--- src/rtl/picomips_pkg.sv ---
// Shared picoMIPS definitions: widths, sequencer states and decoder opcodes.
package picomips_pkg;

  localparam int PSIZE_DEF       = 8;
  localparam int SYNC_STAGES_DEF = 2;

  typedef enum logic [1:0] {
    RUN      = 2'd0,
    WAIT_IN  = 2'd1,
    WAIT_REL = 2'd2,
    HALT     = 2'd3
  } pc_state_t;

  // Opcode field values shared with the instruction decoder
  localparam logic [2:0] ADD  = 3'b000;
  localparam logic [2:0] ADDI = 3'b001;
  localparam logic [2:0] MULI = 3'b010;
  localparam logic [2:0] B    = 3'b011;

endpackage

--- src/rtl/sync_ff.sv ---
// Asynchronous-reset multi-flop synchroniser for a single external input.
module sync_ff #(
  parameter int SYNC_STAGES = 2
) (
  input  logic clk,
  input  logic rst_n,
  input  logic d_i,
  output logic q_o
);

  logic [SYNC_STAGES-1:0] sync_q;

  always_ff @(posedge clk or negedge rst_n) begin
    if (!rst_n) begin
      sync_q <= '0;
    end else begin
      sync_q <= {sync_q[SYNC_STAGES-2:0], d_i};
    end
  end

  assign q_o = sync_q[SYNC_STAGES-1];

endmodule

--- src/rtl/picomips_pc_seq.sv ---
// picoMIPS program-counter sequencer: increment, relative branch, halt-on-self
// and the input-switch press/release handshake.
module picomips_pc_seq
  import picomips_pkg::*;
#(
  parameter int PSIZE       = PSIZE_DEF,
  parameter int SYNC_STAGES = SYNC_STAGES_DEF
) (
  input  logic             clk,
  input  logic             nReset,
  input  logic             PCincr,
  input  logic             Btaken,
  input  logic [PSIZE-1:0] Boffset,
  input  logic             inp,
  input  logic             INen,
  output logic [PSIZE-1:0] PCout,
  output logic             in_ack,
  output logic             halted,
  output logic             waiting
);

  pc_state_t        state_q, state_d;
  logic [PSIZE-1:0] pc_q, pc_d;
  logic             in_ack_q, in_ack_d;
  logic             halted_q, halted_d;
  logic             waiting_q, waiting_d;
  logic             inen_s;

  sync_ff #(
    .SYNC_STAGES(SYNC_STAGES)
  ) u_inen_sync (
    .clk  (clk),
    .rst_n(nReset),
    .d_i  (INen),
    .q_o  (inen_s)
  );

  always_ff @(posedge clk or negedge nReset) begin
    if (!nReset) begin
      state_q   <= RUN;
      pc_q      <= '0;
      in_ack_q  <= 1'b0;
      halted_q  <= 1'b0;
      waiting_q <= 1'b0;
    end else begin
      state_q   <= state_d;
      pc_q      <= pc_d;
      in_ack_q  <= in_ack_d;
      halted_q  <= halted_d;
      waiting_q <= waiting_d;
    end
  end

  // inp outranks any branch or increment the decoder asserts alongside it
  always_comb begin
    state_d = state_q;
    case (state_q)
      RUN: begin
        if (inp) begin
          state_d = WAIT_IN;
        end else if (Btaken && (Boffset == '0)) begin
          state_d = HALT;
        end
      end
      WAIT_IN:  if (inen_s)  state_d = WAIT_REL;
      WAIT_REL: if (!inen_s) state_d = RUN;
      HALT:     state_d = HALT;
      default:  state_d = RUN;
    endcase
  end

  always_comb begin
    pc_d     = pc_q;
    in_ack_d = 1'b0;
    halted_d = halted_q;
    case (state_q)
      RUN: begin
        if (!inp) begin
          if (Btaken) begin
            if (Boffset == '0) begin
              halted_d = 1'b1;
            end else begin
              pc_d = pc_q + Boffset;
            end
          end else if (PCincr) begin
            pc_d = pc_q + PSIZE'(1);
          end
        end
      end
      WAIT_IN:  in_ack_d = inen_s;
      WAIT_REL: if (!inen_s) pc_d = pc_q + PSIZE'(1);
      default: ;
    endcase
    waiting_d = (state_d == WAIT_IN) || (state_d == WAIT_REL);
  end

  assign PCout   = pc_q;
  assign in_ack  = in_ack_q;
  assign halted  = halted_q;
  assign waiting = waiting_q;

endmodule

--- config.mk ---
export PLATFORM = sky130hd
export DESIGN_NAME = picomips_pc_seq
export DESIGN_NICKNAME = d
export VERILOG_FILES = /design/src/rtl/picomips_pkg.sv /design/src/rtl/sync_ff.sv /design/src/rtl/picomips_pc_seq.sv
export SDC_FILE = /design/constraint.sdc
export NUM_CORES = 1
export LEC_CHECK = 0
export ABC_AREA = 1
export BUFFER_PORTS_ARGS = -buffer_cell sky130_fd_sc_hd__buf_2
export CELL_PAD_IN_SITES_DETAIL_PLACEMENT = 0
export CELL_PAD_IN_SITES_GLOBAL_PLACEMENT = 1
export CORE_MARGIN = 4
export CORE_UTILIZATION = 30
export CTS_CLUSTER_SIZE = 25
export DETAILED_ROUTE_END_ITERATION = 12
export PLACE_DENSITY_LB_ADDON = 0.1
export RECOVER_POWER = 25
export REMOVE_ABC_BUFFERS = 1
export SLEW_MARGIN = 10
export SYNTH_ARGS = -nofsm -noshare
export SYNTH_HDL_FRONTEND = slang
export SYNTH_HIERARCHICAL = 1
export SYNTH_SLANG_ARGS = --single-unit
--- constraint.sdc ---
create_clock -name clk -period 2.4 [get_ports clk]
set_input_delay 0.12 -clock clk [delete_from_list [all_inputs] [get_ports clk]]
set_output_delay 0.12 -clock clk [all_outputs]
set_load 0.005 [all_outputs]
==> results.toml <==
[die]
placement_rows = 22
die_area_um2 = 5132
chipHeight_um = 71.64
start_util = 0.3198
ios = 25
die_w_um = 71.64
core_area_um2 = 3799

[timing]
max_slew_margin = 0.4149
fin_tns_setup_ps = 0
max_clock_freq_mhz = 542.2
drv_slew = 0
fin_crit_sh = 0.7685
finalSetupViolations = 0
worst-slew-pin-transition_ps = 877.7
finalWorstPathRequiredPeriod_ps = 1844
final_hold_viol_count = 0
skew_ps = 4.193
rsz0062_at_grt = "no"

[global_route]
grt.overflow.total = 0
track_usage = 0.1325
antenna_found_initial = 0
number_of_global_route_vias_before_repair = 1165
first_pass_grt_wire_length_um = 5395
grt_max_degree = 16

[place]
gp_congestion = 0.7790
detailed_place.area_um2 = 1373
place_hpwl_um = 2535
place.port_buffers = 24
dp_cells = 249

[worst_setup_path]
critical_path_class = "register to register"
worstPathMaxFanout = 6
crit-reg2reg-launch = "PCout[0]"
worst_r2r_dst = "PCout[6]"
setup.worst_path.end_class = "register"
worst_r2r_path_depth = 10
timing.critical_path.required_ps = 2540
timing.reg2reg.setup_slack_ps = 560
cp.arrival_ps = 1990
critical_path.startpoint_type = "register"

[cells_and_area]
final_cells = 255
antenna_cells_inserted = 0
post_route_cells_drive_above_1_share = 0.1836
area.growth.synth_to_final_pct = 18.54
stdcell_area_um2 = 1440
finalCoreUtilization = 0.3791
num-nets-final = 231

[synthesis]
synth_area_um2 = 1215
syn_inst_count = 179
synthTopCellsByCount = "55 x nand2_1, 27 x inv_1, 17 x nand3_1, 15 x dfrtp_1"
edff_count_synth = 0
synth_seq_area_share = 0.3090
synth.avg_cell_area_um2 = 6.787
yosys.area.top_type_share = 0.3090
synth.yosys.warnings = 6
cell_with_the_most_instances_after_synthesis = "nand2_1"
synth_cell_types = 22
postSynth.topFlopCell = "dfrtp_1"
postSynth.asyncResetShare = 1.000
synth_seq_cells = 15
ys_top_cells_by_area = "dfrtp_1 31%, nand2_1 17%, inv_1 8.3%"
yosys.area.top_type = "dfrtp_1"

[run_status]
outcome = "completed"

[clock_network]
post_cts_resize_count = 0
postCtsSetupRepairBufs = 0
tritoncts_clock_tree = "built"
cts-root-buf = "clkbuf_8"
clkSinkCount = 15
ctsHtreeMaxLevel = 1
clock_insertion_delay_worst_skew_ps = 250
clock_tree.buffer_depth = 2
post_cts_hold_buffer_count = 2
tritoncts.num_buffers = 3
clk_transition_reported_paths_ps = 70

[hold_path]
min_delay_path_depth = 3
min_from = "inp"
hold_class = "input port to register"
hold_end = "halted"

[pwr]
leakage_nw = 0.7881
peakVddDrop_mv = 0.2482
pwr_density_cell_nw_per_um2 = 436.4

[route]
dr.first_iter.drc_count = 31
ant_nets = 0
detail_route.vias_per_cell = 4.635
detail_route.wl_per_cell_um = 12.12
route.detailed.drc = 0
finalWirelength_um = 3090
pre_repair_dr_iteration_count = 5
vias = 1182

[job]
maxCapViolCount = 0
routing by layer:
layer,vias to the layer above,wire (um),GRT usage
met5,-,0,0
met4,0,10,0.01879
met3,2,149,0.03086
met2,33,1362,0.2153
met1,519,1568,0.1829
li1,628,-,-
layout by cell type (no fill, tap or decap):
master / synthesis / final
ha_1: 8 / 8
nor2_2: 2 / 2
clkinvlp_4: 0 / 1
dfrtp_1: 15 / 15
clkbuf_8: 0 / 3
nor3_2: 1 / 1
nor2_1: 12 / 12
buf_2: 0 / 23
or2_4: 1 / 1
clkbuf_1: 0 / 1
xnor2_1: 3 / 3
nor3_1: 3 / 3
nand3_2: 1 / 1
nand3_1: 17 / 17
or2_2: 1 / 1
nand2_2: 3 / 3
nand3b_1: 1 / 1
a21oi_1: 9 / 9
nand2_1: 55 / 55
dlygate4sd3_1: 0 / 2
nand4_1: 3 / 3
nor3_4: 1 / 1
inv_1: 27 / 27
o21ai_0: 12 / 12
inv_2: 1 / 1
fa_1: 1 / 1
where the power goes:
group          leakage (nW)  internal, mW  switching (mW)
sequential            0.169         0.260          0.0109
combinational         0.598        0.0579          0.0848
clock                0.0217         0.117          0.0979
total                 0.788         0.435           0.193
flip-flops by register name, summed over array words and instances, names as in the netlist:
name	count
PCout	8
halted	1
state_q	2
u_inen_sync/sync_q	2
in_ack	1
waiting	1
how the worst max path moves through the flow:
stage | from | end | slack [ps] | depth (start not counted)
final | PCout[0] | PCout[6] | 560 | 10
after global routing | PCout[0] | PCout[6] | 370 | 10
after CTS | PCout[0] | PCout[6] | 560 | 10
after detailed placement | PCout[0] | PCout[6] | 580 | 10
after global placement | PCout[0] | PCout[6] | 600 | 10
after floorplan | PCout[0] | PCout[6] | 690 | 10
kinds of logic (layout without fill, tap and decap cells):
logic type / count (synthesis) / after routing / synth area share
and+or+nand+nor: 101 / 101 / 0.3790
buffers and inverters: 30 / 58 / 0.1050
AOI/OAI and AO/OA: 21 / 21 / 0.08651
DFF: 15 / 15 / 0.3090
adders and majority gates: 9 / 9 / 0.09887
xor gates and xnor gates: 3 / 3 / 0.02163
worst max-delay path, cell delays in order (launching register included):
cell and delay (ps):
dfrtp_1 420, ha_1 210, inv_1 60, fa_1 390, nand3b_1 200, nand2_1 110, nand3_1 90, nand3_1 80
nand3_1 70, nand2_1 60, nand2_1 40
per-stage QoR:
step | setup WS, ps | power [mW] | hold slack, ps
after floorplan | 685.5 | 0.3655 | -175.6
after global placement | 603.5 | 0.4180 | 55.67
after detailed placement | 582.0 | 0.4175 | 59.42
after CTS | 557.3 | 0.6411 | 151.6
after global routing | 371.8 | 0.6778 | 162.1
final | 555.7 | 0.6285 | 154.9
area by class of cell:
| cell class | count | area [um2] |
|---|---|---|
| clock buffer | 3 | 41.29 |
| multi-input combinational | 134 | 711.9 |
| tap | 48 | 60.06 |
| fill | 431 | 2359 |
| timing repair buffer | 26 | 138.9 |
| sequential | 15 | 375.4 |
| inverter | 28 | 105.1 |
| clock inverter | 1 | 7.507 |
Power figures use the tool's default switching activity.
